--- src/rtl/collision_pkg.sv ---
// Shared types and constants for the collision manager slice.
// Latency: n/a (declarations only).
// Backpressure: n/a.
package collision_pkg;

    typedef enum logic [1:0] {
        DRIVING  = 2'd0,
        SKIDDING = 2'd1,
        CRASHED  = 2'd2,
        RESPAWN  = 2'd3
    } player_state_t;

    // Bit positions inside the evaluated hit vector
    localparam int HIT_CRASH = 0;
    localparam int HIT_CAR   = 1;
    localparam int HIT_OIL   = 2;
    localparam int HIT_FUEL  = 3;
    localparam int NUM_HITS  = 4;

    // Default durations, in frames
    localparam int DEF_SKID_FRAMES   = 32;
    localparam int DEF_CRASH_FRAMES  = 60;
    localparam int DEF_INVULN_FRAMES = 90;

endpackage

--- src/rtl/collision_manager_if.sv ---
// Bundles the drawing-request inputs and game-event outputs of the collision manager.
// Latency: n/a (wires only).
// Backpressure: none; every signal is a level or single-cycle pulse.
interface collision_manager_if;

    logic       startOfFrame;
    logic       player_DR;
    logic       car_DR;
    logic       truck_DR;
    logic       fuel_DR;
    logic       oil_DR;
    logic       border_DR;
    logic [1:0] player_state;
    logic       crash_pulse;
    logic       skid_pulse;
    logic       fuel_pulse;
    logic       freeze_scroll;
    logic       invulnerable;

    // Video/drawing side that feeds requests and consumes events
    modport master (
        output startOfFrame, player_DR, car_DR, truck_DR, fuel_DR, oil_DR, border_DR,
        input  player_state, crash_pulse, skid_pulse, fuel_pulse, freeze_scroll, invulnerable
    );

    // Collision manager itself
    modport slave (
        input  startOfFrame, player_DR, car_DR, truck_DR, fuel_DR, oil_DR, border_DR,
        output player_state, crash_pulse, skid_pulse, fuel_pulse, freeze_scroll, invulnerable
    );

endinterface

--- src/rtl/frame_hit_latch.sv ---
// Sticky per-frame overlap flags; eval_hits = latched flags OR this cycle's overlaps.
// Latency: a pixel hit is held from the next edge; eval_hits is combinational.
// Backpressure: none; flags clear on every startOfFrame.
module frame_hit_latch
    import collision_pkg::*;
(
    input  logic                clk,
    input  logic                resetN,
    input  logic                startOfFrame,
    input  logic                player_DR,
    input  logic                car_DR,
    input  logic                truck_DR,
    input  logic                fuel_DR,
    input  logic                oil_DR,
    input  logic                border_DR,
    output logic [NUM_HITS-1:0] eval_hits
);

    logic [NUM_HITS-1:0] cur_hits;
    logic [NUM_HITS-1:0] flags_q;

    // Overlaps of the player car with each object class in the current pixel
    always_comb begin
        cur_hits            = '0;
        cur_hits[HIT_CRASH] = player_DR & (truck_DR | border_DR);
        cur_hits[HIT_CAR]   = player_DR & car_DR;
        cur_hits[HIT_OIL]   = player_DR & oil_DR;
        cur_hits[HIT_FUEL]  = player_DR & fuel_DR;
    end

    // A hit on the startOfFrame pixel still counts toward the frame that is ending
    assign eval_hits = flags_q | cur_hits;

    // Accumulate during the frame, clear when the frame is evaluated
    always_ff @(posedge clk) begin
        if (!resetN) begin
            flags_q <= '0;
        end else if (startOfFrame) begin
            flags_q <= '0;
        end else begin
            flags_q <= flags_q | cur_hits;
        end
    end

endmodule

--- src/rtl/collision_manager.sv ---
// Resolves per-frame collisions into events and runs the drive/skid/crash/respawn sequence.
// Latency: state and pulses update on the edge after the startOfFrame cycle.
// Backpressure: none; pulses are one cycle wide and must be consumed when seen.
module collision_manager
    import collision_pkg::*;
#(
    parameter int SKID_FRAMES   = DEF_SKID_FRAMES,
    parameter int CRASH_FRAMES  = DEF_CRASH_FRAMES,
    parameter int INVULN_FRAMES = DEF_INVULN_FRAMES
) (
    input  logic                clk,
    input  logic                resetN,
    collision_manager_if.slave  bus
);

    // Counter reload values: a state lasts exactly its duration because
    // expiry happens on the startOfFrame that finds the counter at zero.
    localparam logic [7:0] SKID_LOAD   = 8'(SKID_FRAMES - 1);
    localparam logic [7:0] CRASH_LOAD  = 8'(CRASH_FRAMES - 1);
    localparam logic [7:0] INVULN_LOAD = 8'(INVULN_FRAMES - 1);

    logic [NUM_HITS-1:0] eval_hits;
    player_state_t       state_q, state_d;
    logic [7:0]          cnt_q, cnt_d;
    logic                crash_q, crash_d;
    logic                skid_q, skid_d;
    logic                fuel_q, fuel_d;
    logic                any_skid_hit;

    frame_hit_latch u_hit_latch (
        .clk          (clk),
        .resetN       (resetN),
        .startOfFrame (bus.startOfFrame),
        .player_DR    (bus.player_DR),
        .car_DR       (bus.car_DR),
        .truck_DR     (bus.truck_DR),
        .fuel_DR      (bus.fuel_DR),
        .oil_DR       (bus.oil_DR),
        .border_DR    (bus.border_DR),
        .eval_hits    (eval_hits)
    );

    assign any_skid_hit = eval_hits[HIT_CAR] | eval_hits[HIT_OIL];

    // Next state, counter and event pulses; nothing moves between frame starts
    always_comb begin
        state_d = state_q;
        cnt_d   = cnt_q;
        crash_d = 1'b0;
        skid_d  = 1'b0;
        fuel_d  = 1'b0;
        if (bus.startOfFrame) begin
            case (state_q)
                DRIVING: begin
                    if (eval_hits[HIT_CRASH]) begin
                        state_d = CRASHED;
                        cnt_d   = CRASH_LOAD;
                    end else if (any_skid_hit) begin
                        state_d = SKIDDING;
                        cnt_d   = SKID_LOAD;
                    end
                end
                SKIDDING: begin
                    // Further car/oil hits do not extend the skid
                    if (eval_hits[HIT_CRASH]) begin
                        state_d = CRASHED;
                        cnt_d   = CRASH_LOAD;
                    end else if (cnt_q == 8'd0) begin
                        state_d = DRIVING;
                    end else begin
                        cnt_d = cnt_q - 8'd1;
                    end
                end
                CRASHED: begin
                    if (cnt_q == 8'd0) begin
                        state_d = RESPAWN;
                        cnt_d   = INVULN_LOAD;
                    end else begin
                        cnt_d = cnt_q - 8'd1;
                    end
                end
                RESPAWN: begin
                    if (cnt_q == 8'd0) begin
                        state_d = DRIVING;
                    end else begin
                        cnt_d = cnt_q - 8'd1;
                    end
                end
                default: begin
                    state_d = DRIVING;
                    cnt_d   = 8'd0;
                end
            endcase
            crash_d = (state_d == CRASHED)  && (state_q != CRASHED);
            skid_d  = (state_d == SKIDDING) && (state_q != SKIDDING);
            // Fuel is collectable everywhere except while, or when becoming, crashed
            fuel_d  = eval_hits[HIT_FUEL] && (state_q != CRASHED) && (state_d != CRASHED);
        end
    end

    // State, counter and registered event pulses
    always_ff @(posedge clk) begin
        if (!resetN) begin
            state_q <= DRIVING;
            cnt_q   <= 8'd0;
            crash_q <= 1'b0;
            skid_q  <= 1'b0;
            fuel_q  <= 1'b0;
        end else begin
            state_q <= state_d;
            cnt_q   <= cnt_d;
            crash_q <= crash_d;
            skid_q  <= skid_d;
            fuel_q  <= fuel_d;
        end
    end

    assign bus.player_state  = state_q;
    assign bus.crash_pulse   = crash_q;
    assign bus.skid_pulse    = skid_q;
    assign bus.fuel_pulse    = fuel_q;
    assign bus.freeze_scroll = (state_q == CRASHED);
    assign bus.invulnerable  = (state_q == RESPAWN);

endmodule
--- src/flat_wrapper.sv ---
// flat-port wrapper written by rule: the top's interface ports become plain ports
module collision_manager_flat import collision_pkg::*;
#(
    parameter int SKID_FRAMES   = DEF_SKID_FRAMES,
    parameter int CRASH_FRAMES  = DEF_CRASH_FRAMES,
    parameter int INVULN_FRAMES = DEF_INVULN_FRAMES
)
  (clk, resetN, bus_startOfFrame, bus_player_DR, bus_car_DR, bus_truck_DR, bus_fuel_DR, bus_oil_DR, bus_border_DR, bus_player_state, bus_crash_pulse, bus_skid_pulse, bus_fuel_pulse, bus_freeze_scroll, bus_invulnerable);
  collision_manager_if bus_i ();
  input  logic clk;
  input  logic resetN;
  input wire logic [$bits(bus_i.startOfFrame)-1:0] bus_startOfFrame;
  input wire logic [$bits(bus_i.player_DR)-1:0] bus_player_DR;
  input wire logic [$bits(bus_i.car_DR)-1:0] bus_car_DR;
  input wire logic [$bits(bus_i.truck_DR)-1:0] bus_truck_DR;
  input wire logic [$bits(bus_i.fuel_DR)-1:0] bus_fuel_DR;
  input wire logic [$bits(bus_i.oil_DR)-1:0] bus_oil_DR;
  input wire logic [$bits(bus_i.border_DR)-1:0] bus_border_DR;
  output wire logic [$bits(bus_i.player_state)-1:0] bus_player_state;
  output wire logic [$bits(bus_i.crash_pulse)-1:0] bus_crash_pulse;
  output wire logic [$bits(bus_i.skid_pulse)-1:0] bus_skid_pulse;
  output wire logic [$bits(bus_i.fuel_pulse)-1:0] bus_fuel_pulse;
  output wire logic [$bits(bus_i.freeze_scroll)-1:0] bus_freeze_scroll;
  output wire logic [$bits(bus_i.invulnerable)-1:0] bus_invulnerable;
  assign bus_i.startOfFrame = bus_startOfFrame;
  assign bus_i.player_DR = bus_player_DR;
  assign bus_i.car_DR = bus_car_DR;
  assign bus_i.truck_DR = bus_truck_DR;
  assign bus_i.fuel_DR = bus_fuel_DR;
  assign bus_i.oil_DR = bus_oil_DR;
  assign bus_i.border_DR = bus_border_DR;
  assign bus_player_state = bus_i.player_state;
  assign bus_crash_pulse = bus_i.crash_pulse;
  assign bus_skid_pulse = bus_i.skid_pulse;
  assign bus_fuel_pulse = bus_i.fuel_pulse;
  assign bus_freeze_scroll = bus_i.freeze_scroll;
  assign bus_invulnerable = bus_i.invulnerable;
  collision_manager #(.SKID_FRAMES(SKID_FRAMES), .CRASH_FRAMES(CRASH_FRAMES), .INVULN_FRAMES(INVULN_FRAMES)) u_core (.clk(clk), .resetN(resetN), .bus(bus_i));
endmodule
--- config.mk ---
export PLATFORM = sky130hd
export DESIGN_NAME = collision_manager_flat
export DESIGN_NICKNAME = d
export VERILOG_FILES = /design/src/rtl/collision_pkg.sv /design/src/rtl/collision_manager_if.sv /design/src/rtl/frame_hit_latch.sv /design/src/rtl/collision_manager.sv /design/src/flat_wrapper.sv
export SDC_FILE = /design/constraint.sdc
export NUM_CORES = 1
export LEC_CHECK = 0
export BUFFER_PORTS_ARGS = -buffer_cell sky130_fd_sc_hd__buf_2
export CORE_ASPECT_RATIO = 1.25
export CORE_MARGIN = 8
export CORE_UTILIZATION = 40
export CTS_CLUSTER_DIAMETER = 150
export DETAILED_ROUTE_END_ITERATION = 10
export PLACE_DENSITY = 0.64
export SKIP_LAST_GASP = 1
export SLEW_MARGIN = 10
export SYNTH_ARGS = -nofsm -noshare
export SYNTH_HDL_FRONTEND = slang
export SYNTH_SLANG_ARGS = --single-unit
export TNS_END_PERCENT = 30
--- constraint.sdc ---
create_clock -name clk -period 3.53 [get_ports clk]
set_input_delay 0 -clock clk [delete_from_list [all_inputs] [get_ports clk]]
set_output_delay 0 -clock clk [all_outputs]
set_load 0.1 [all_outputs]
== Word level (Yosys, flattened, before mapping) ==
Index checks and enable logic that the tools add are counted.

* Register bits: 17
* Latch bits: 0
* Bits in writable memories: 0
* ROM bits: 0
* Input bits: 9
* Output and inout port bits: 7
* Logic and storage cells: 46
* Memories: 0

* Add/subtract/negate cells: 1
* $mul: 0
* Divide/modulo/power cells: 0
* $lt $le $gt $ge: 0
* Eq/ne operators: 9
* Shifts and indexed selects: 0
* Multiplexer cells: 13
* Bitwise operators: 8
* Reduce and logical (&&, ||, !) cells: 9

{| class="wikitable"
|+ Operators by type and width
! kind !! number
|-
| 8-bit two-way mux || 5
|-
| 8-bit one-hot mux with 4 select lines || 1
|-
| 2-bit two-way mux || 6
|-
| 8-bit zero test || 1
|-
| 2-bit one-hot mux with 4 select lines || 1
|-
| 8-bit by 1-bit subtractor with 8-bit output (second input constant) || 1
|-
| 2-bit equality test (second input constant) || 3
|-
| 1-bit bitwise AND || 4
|-
| 2-bit by 1-bit equality test with 1-bit output (second input constant) || 2
|-
| 1-bit logical AND || 4
|-
| 2-bit inequality test (second input constant) || 2
|-
| 4-bit bitwise OR || 1
|-
| 2-bit AND reduction || 2
|-
| 3-bit by 1-bit inequality test with 1-bit output (second input constant) || 1
|-
| 2-bit zero test || 1
|-
| 2-bit by 1-bit inequality test with 1-bit output (second input constant) || 1
|-
| 1-bit bitwise OR || 2
|-
| 2-bit OR reduction || 1
|-
| 1-bit NOT || 1
|}

== Longest topological paths before layout ==
Gate-level depths: netlist of run 1.

* Depth after elaboration: 10
* Gate-level depth with buffers: 9
* Depth with buffers taken out: 9

== Modules after synthesis ==
A second synthesis of run 1 with hierarchy kept.

* Cell total of the unflattened synthesis: 112
* Area total of the unflattened synthesis: 1003.5 sq um

{| class="wikitable"
|+ By module, submodules not included
! module !! times used !! cells an instance !! area each (sq um) !! sequential area each (sq um)
|-
| collision_manager || 1 || 97 || 833.3 || 260.2
|-
| frame_hit_latch || 1 || 15 || 170.2 || 80.1
|}

== Least setup slack after synthesis of run 1 ==
OpenSTA, ideal clock, no wires.

* Path type: reg2reg
* Start point: register u_core.state_q[1] (netlist: u_core.bus.player_state[1])
* End point: register u_core.cnt_q[1]
* Library setup time: 117 ps
* Data arrival time: 3152 ps
* Required time: 3413 ps
* Setup slack: 260 ps
* Stages on the path, launching flop included: 5
* Path buffers: 0
* Period minus slack after synthesis: 3270 ps
* Path through: dfxtp_1 -> inv_1 -> nor2_1 -> o21ai_0 -> a32o_1

* Elaborated cells between the ends (all ways): 7
* Classes of those cells: eq/ne: 4; mux: 1; reduce/logical: 2

{| class="wikitable"
|+ RTL lines
! item !! RTL line !! RTL
|-
| start, declared || collision_manager.sv:23 || <nowiki>player_state_t state_q, state_d;</nowiki>
|-
| start signal, assigned || collision_manager.sv:110 || <nowiki>state_q <= state_d;</nowiki>
|-
| 2-bit equality test || n/a ||
|-
| named net bus_freeze_scroll || flat_wrapper.sv:23 || <nowiki>output wire logic [$bits(bus_i.freeze_scroll)-1:0] bus_freeze_scroll;</nowiki>
|-
| 8-bit one-hot mux with 4 select lines || collision_manager.sv:53 || <nowiki>case (state_q)</nowiki>
|-
| end signal, assigned || collision_manager.sv:111 || <nowiki>cnt_q <= cnt_d;</nowiki>
|-
| end, declared || collision_manager.sv:24 || <nowiki>logic [7:0] cnt_q, cnt_d;</nowiki>
|}

The timed path passes the listed nets, and every way through them passes these cells.
A chain may end at the register's enable or synchronous reset.

== Worst setup path after layout of run 1 ==
* Start point: register u_core.cnt_q[0]
* End point: register u_core.cnt_q[0]

* Longest elaborated chain between the ends: 4
* Elaborated cells between the ends (all ways): 6
* Classes of those cells: add/sub: 1; mux: 4; reduce/logical: 1

{| class="wikitable"
|+ RTL lines
! item !! RTL line !! RTL
|-
| 8-bit by 1-bit subtractor with 8-bit output / 8-bit zero test (equally long branches) || n/a ||
|-
| 8-bit two-way mux || collision_manager.sv:68, collision_manager.sv:83 ||
|-
| 8-bit two-way mux || collision_manager.sv:65 || <nowiki>if (eval_hits[HIT_CRASH]) begin</nowiki>
|-
| 8-bit one-hot mux with 4 select lines (*) || collision_manager.sv:53 ||
|}

Mark *: on every way between the ends. The rest lies on a longest branch, timed or not.

==> flow_summary.ini, run 1 <==
[floorplan]
die_w_um = 59.5
core_area_um2 = 2230
pin_count = 16
die_area_um2 = 4190
die_h_um = 70.4
fp-row-count = 19
start_util_pct = 42.4

[worst_setup_path]
cp.required_ns = 3.76
reg2reg_depth = 9
critical_path.max_fanout = 7
startpoint_type = flop
cp-end-kind = flop
reg2reg_to = u_core.cnt_q[0]
cp.arrival_ns = 2.55
r2r_setup_slack_ns = 1.21
cp-endpoint = u_core.cnt_q[0]
critical_path_class = flop to flop
cp-startpoint = u_core.cnt_q[0]
r2r_start = u_core.cnt_q[0]

[power]
peakVddDrop_mv = 0.350
powerDensity_nw_per_um2 = 461
power_leakage_nw = 0.436

[synth]
synth_compound_area_share_pct = 30.4
ys_ff_latch = 17
synthMuxAreaShare_pct = 0
synthAdderAreaFrac_pct = 3.96
synth_edf_count = 0
synthCells = 118
syn_area_per_cell_um2 = 8.03
synthSimpleGateAreaFrac_pct = 23.2
synth_fp_nets = 130
synth.yosys.seq_area_share_pct = 35.9
syn_area_um2 = 947
synth_top_family_by_area = compound AO/OA/AOI/OAI gates
yosysUniqueCellTypes = 40
async_flop_share_pct = 0
synth_xor_area_share_pct = 0.925
yosys_warnings = 0
yosys_most_used_dff = dfxtp_1

[detailed_routing]
drt_iter0_markers = 77
routed_via_density = 5.70
dr.pass1.iters = 4
antenna_left = 0
wl_per_cell_um = 14.8
wirelength_um = 2470
drc_errors = 0
vias = 952

[clocking]
clock_path_buffers = 2
cts_setup_buffers = 0
numCtsBuffers = 3
ctsRootBufferMaster = clkbuf_4
clk-insertion-delay-late_ns = 0.30
cts_tree = built
ctsResizeCount = 0
clk_pin_slew_ns = 0.10
numClockSinks = 17
cts-hold-fix-buffers = 3
htree_levels = 1

[global_routing]
antenna_found_initial = 0
grtUsageTotal_pct = 12.3
grt_overflow = 0
grt_start_max_net_pins = 16
grt_pass1_wl_um = 4220
grt_pass1_vias = 923

[run]
drv_cap = 0

[cells_and_area]
postLayoutCellArea_um2 = 1100
drive_gt1_share_pct = 17.6
nets = 149
diodes = 0
final_util_pct = 49.0
syn2layout_area_growth_pct = 15.7

[sta]
fin_worst_skew_ns = 0.00313
finalSetupViolCount = 0
slew_violations = 0
setup_tns_ns = 0
post-route-period-util_pct = 65.7
slew_headroom_pct = 44.9
tightest_slew_ns = 0.819
hold-worst-slack_ns = 0.0125
hold_viol = 0
period_minus_slack_ns = 2.32
fmax_ghz = 0.431
rsz0062_at_grt = no

[placement]
port_buffers = 15
gp_congestion = 0.934
hpwl_um = 1800
placed_area_um2 = 1040

[run_status]
status = finished clean

[hold_path]
hold_path_class = input pin to flop
cells by family after synthesis:
logic type,after synthesis
AO/OA/AOI/OAI,42
XOR/XNOR,1
adder cells (fa/ha/maj),3
buffers and inverters,12
flip-flops,17
AND/OR/NAND/NOR,43
synth_stat cells, types with 2 or more instances:
master / count / area share [%]
and2_2: 2 / 1.6
nand3_1: 4 / 2.1
nand2_1: 8 / 3.2
dfxtp_1: 17 / 36
a31oi_1: 2 / 1.3
nor4_1: 2 / 1.3
o221ai_1: 2 / 1.8
a21oi_1: 9 / 4.8
o21a_1: 2 / 1.6
o21ai_0: 10 / 5.3
nor2_1: 13 / 5.2
clkbuf_1: 3 / 1.2
nor3_1: 3 / 1.6
ha_1: 3 / 4.0
nor3b_1: 2 / 1.6
inv_1: 8 / 3.2
a32o_1: 5 / 5.3
final cells by class:
class,instances,area [µm²]
Fill cell,229,1140
Multi-Input combinational cell,89,554
Sequential cell,17,340
Timing Repair Buffer,18,105
Tap cell,31,38.8
Inverter,8,30.0
Clock buffer,3,22.5
Clock inverter,1,5.00
how the worst min path moves through the flow:
stage	cells after the start	from	end
final	3	bus_player_DR	u_core.u_hit_latch.flags_q[1]
after global routing	2	bus_startOfFrame	u_core.cnt_q[0]
after CTS	2	bus_startOfFrame	u_core.cnt_q[0]
after detailed placement	3	bus_car_DR	u_core.u_hit_latch.flags_q[1]
after global placement	3	bus_car_DR	u_core.u_hit_latch.flags_q[1]
after floorplan	2	bus_player_DR	u_core.u_hit_latch.flags_q[2]
through the flow:
stage / power, mW / cells / worst slack (ns)
6_report: 0.506 / 167 / 1.21
4_1_cts: 0.505 / 167 / 1.26
2_1_floorplan: 0.363 / 118 / 0.260
3_3_place_gp: 0.398 / 160 / 1.45
5_1_grt: 0.539 / 167 / 1.05
3_5_place_dp: 0.399 / 160 / 1.28
sequential cells by signal (all words and copies together), names as in the netlist:
| name | count |
|---|---|
| u_core.cnt_q | 8 |
| u_core.bus.crash_pulse | 1 |
| u_core.bus.fuel_pulse | 1 |
| u_core.bus.player_state | 2 |
| u_core.u_hit_latch.flags_q | 4 |
| u_core.bus.skid_pulse | 1 |
metal layers:
metal | global-route usage [%] | part of all wire, % | up-vias
met5 | 0 | 0 | -
met4 | 4.26 | 2.3 | 0
met3 | 2.93 | 8.3 | 9
met2 | 20.6 | 48 | 42
met1 | 14.6 | 42 | 426
li1 | - | - | 475
cell usage in the layout, fill, tap and decap left out, drive strengths merged, types with 3 or more instances in the layout:
cell type | Yosys | final
dfxtp | 17 | 17
buf | 1 | 15
nor2 | 13 | 13
o21ai | 10 | 10
a21oi | 9 | 9
inv | 8 | 8
nand2 | 8 | 8
a32o | 5 | 5
nand3 | 4 | 4
and2 | 4 | 4
nor3 | 3 | 3
ha | 3 | 3
clkbuf | 3 | 3
dlygate4sd3 | 0 | 3
nor4 | 3 | 3
power by group:
group | switching [mW] | internal [mW] | total, mW | leakage (nW)
registers | 0.0214 | 0.207 | 0.228 | 0.140
clock network | 0.0637 | 0.0422 | 0.106 | 0.0177
logic | 0.113 | 0.0581 | 0.172 | 0.279
worst max-delay path, stage by stage, from the launching register on:
cell and delay, ns:
dfxtp_1 0.38, inv_1 0.10, ha_1 0.18, nor3b_1 0.40
and2_0 0.38, inv_1 0.14, ha_1 0.29, inv_1 0.03
a32o_1 0.23, a21oi_1 0.13
Power figures use the tool's default switching activity.
==> run 2: changes to the inputs <==
--- a/config.mk
+++ b/config.mk
@@ -5,6 +5,7 @@
 export SDC_FILE = /design/constraint.sdc
 export NUM_CORES = 1
 export LEC_CHECK = 0
+export ABC_AREA = 1
 export BUFFER_PORTS_ARGS = -buffer_cell sky130_fd_sc_hd__buf_2
 export CORE_ASPECT_RATIO = 1.25
 export CORE_MARGIN = 8
==> constraint.sdc (replaced) <==
create_clock -name clk -period 2.3 [get_ports clk]
set_input_delay 0 -clock clk [delete_from_list [all_inputs] [get_ports clk]]
set_output_delay 0 -clock clk [all_outputs]
set_load 0.1 [all_outputs]
==> run 2 against run 1 <==
Against the previous run: synthesized area is 1.7% higher; global-route usage grew 0.65 points; total power grew 52%; via count grew 2.9%.
==> flow_summary.ini, run 2 <==
[run_status]
status = finished clean

[synth]
synth_common_cells = nand2_1 (39), nor2_1 (24), inv_1 (18)
synthAdderAreaFrac_pct = 3.90
synth_edf_count = 0
syn_area_um2 = 963
yosys_most_used_dff = dfxtp_1
synthMuxAreaShare_pct = 0
synth_top_family_by_area = simple AND/OR/NAND/NOR gates
syn_area_per_cell_um2 = 6.51
yosysTopAreaCell = dfxtp_1
synth_compound_area_share_pct = 12.2
synth.yosys.seq_area_share_pct = 35.3
yosysUniqueCellTypes = 21
yosys_warnings = 0
synth_xor_area_share_pct = 2.73
synth_top_area_share_pct = 35.3
synth.area.top_cells = dfxtp_1 (35%), nand2_1 (15%), nor2_1 (9.4%)
synth_fp_nets = 160
synthSimpleGateAreaFrac_pct = 37.0
async_flop_share_pct = 0
synthCells = 148
ys_ff_latch = 17
synthMostInstantiatedCell = nand2_1

[clocking]
numCtsBuffers = 3
numClockSinks = 17
clk_pin_slew_ns = 0.10
cts_tree = built
htree_levels = 1
cts_setup_buffers = 0
ctsRootBufferMaster = clkbuf_4
clk-insertion-delay-late_ns = 0.30
clock_path_buffers = 2
ctsResizeCount = 0

[power]
switching_share_pct = 39.6
peakVddDrop_mv = 0.318
combPwrFrac_pct = 35.7
pwr-share-clk_pct = 20.6
internal_power_mw = 0.463
finalPower_mw = 0.767
power_leakage_nw = 0.593
powerDensity_nw_per_um2 = 658
switching_power_mw = 0.304
p_seq_share_pct = 43.7

[worst_setup_path]
cp.arrival_ns = 1.88
reg2reg_depth = 10
cpPeakStageDelay_ns = 0.35
startpoint_type = flop
critical_path.max_fanout = 9
critical_path_class = flop to flop
critical_path.cell_chain = inv_1 > ha_1 > nand2_1 > nor2_8 > inv_4 > ha_1 > nor2_1 > nand2_1 > a21oi_1 > nor2_1
r2r_setup_slack_ns = 0.62
cp_top_family = simple AND/OR/NAND/NOR gates
r2r_start = u_core.cnt_q[0]
cp-end-kind = flop
crit_buf_inv = 2
slowest_stage = dfxtp_1
cp.required_ns = 2.50
reg2reg_to = u_core.cnt_q[0]

[cells_and_area]
postLayoutCellArea_um2 = 1160
top_register = u_core.cnt_q
nets = 185
diodes = 0
drive_gt1_share_pct = 18.6
syn2layout_area_growth_pct = 20.9
largest_reg_flops = 8
mostFrequentLayoutCells = nand2_1 (39), nor2_1 (23), inv_1 (18)
final_common_cell = nand2_1

[sta]
slew_violations = 0
tightest_slew_ns = 0.493
rsz0062_at_grt = no
fmax_ghz = 0.596
post-route-period-util_pct = 73.0
slew_headroom_pct = 67.3
hold_viol = 0
setup_ws_ns = 0.621
finalSetupViolCount = 0
setup_tns_ns = 0
hold-worst-slack_ns = 0.000897
fin_worst_skew_ns = 0.00801
period_minus_slack_ns = 1.68

[global_routing]
grt_overflow = 0
top_usage_layer = met2
grt_pass1_wl_um = 4330
grtUsageTotal_pct = 13.0
use_met3_pct = 2.36
use_met2_pct = 23.0
grt_start_max_net_pins = 11
gr-usage-met1_pct = 14.0
grt_pass1_vias = 1044
antenna_found_initial = 0

[placement]
port_buffers = 15
placed_area_um2 = 1090
hpwl_um = 1880
gp_congestion = 0.899
dp_slack_ns = 0.639

[detailed_routing]
drt_iter0_markers = 21
dr.pass1.iters = 4
vias = 980
routed_via_density = 4.78
antenna_left = 0
wl_per_cell_um = 11.6
wirelength_um = 2380
drc_errors = 0

[run]
drv_cap = 0

[floorplan]
die_w_um = 59.9
die_h_um = 70.9
fp-row-count = 20
die_area_um2 = 4240
pin_count = 16
core_area_um2 = 2350
start_util_pct = 41.0

[hold_path]
hold_path_class = input pin to flop
hp-start = resetN
min_path_cells = 3
whs_endpoint = u_core.cnt_q[3]
-- run 2: cell types whose count changed in the layout (fill, tap and decap cells not counted), moves of 3 or more --
cell and change:
nor2_1 +10, nand3_1 +3, nand2_1 +31, inv_1 +10
o21ai_1 +7, o21ai_0 -7, nand2_2 +3, a32o_1 -5
inv_2 +3
-- run 2: per-layer routing --
layer  share of wire (%)  vias to the layer above
li1                    -                      510
met1                  43                      444
met2                  52                       22
met3                 3.4                        4
met4                 1.9                        0
met5                   0                        -
-- run 2: per-stage QoR --
stage / std cells / util, %
2_1_floorplan: 148 / -
3_3_place_gp: 196 / 46.2
3_5_place_dp: 196 / 46.2
4_1_cts: 205 / 49.5
5_1_grt: 205 / 49.5
6_report: 205 / 49.5
-- run 2: area by class of cell --
class / instances / area (µm²)
flip-flops and latches: 17 / 340
multi-input cells: 109 / 546
inverters: 22 / 85.1
clock buffers: 3 / 22.5
fillers: 274 / 1190
repair buffers: 20 / 125
well taps: 33 / 41.3
clock inverters: 1 / 5.00
-- run 2: worst register-to-register path: stages, from the launching register on --
cell and delay [ns]:
dfxtp_1 0.35, inv_1 0.09, ha_1 0.15, nand2_1 0.12, nor2_8 0.21, inv_4 0.07, ha_1 0.26, nor2_1 0.10
nand2_1 0.05, a21oi_1 0.13, nor2_1 0.06
-- run 2: worst max path at each step --
stage,startpoint,endpoint,slack (ns),depth (start not counted)
after CTS,u_core.cnt_q[0],u_core.cnt_q[0],0.62,10
final,u_core.cnt_q[0],u_core.cnt_q[0],0.62,10
after floorplan,u_core.bus.player_state[0],u_core.bus.fuel_pulse,0.03,7
after global routing,u_core.cnt_q[0],u_core.cnt_q[0],0.46,10
after global placement,u_core.cnt_q[0],u_core.cnt_q[0],0.69,10
after detailed placement,u_core.cnt_q[0],u_core.cnt_q[0],0.64,10
-- run 2: what timing repair did --
action	4_1_cts	5_1_grt
hold buffers	5	0
endpoints found under the setup margin	0	0
endpoints found under the hold margin	3	0
-- run 2: power groups by stage --
stage / registers (mW) / logic (mW) / clock network [mW]
final: 0.335 / 0.274 / 0.158
after global placement: 0.341 / 0.264 / 0
after global routing: 0.339 / 0.307 / 0.172
after CTS: 0.335 / 0.276 / 0.163
after floorplan: 0.373 / 0.178 / 0
after detailed placement: 0.342 / 0.266 / 0
-- run 2: kinds of logic (layout without fill, tap and decap cells) --
kind of cell,Yosys count,count (layout)
DFF,17,17
adders and majority gates,3,3
and+or+nand+nor,81,81
AOI/OAI and AO/OA,22,22
buffers and inverters,22,46
xor gates and xnor gates,3,3
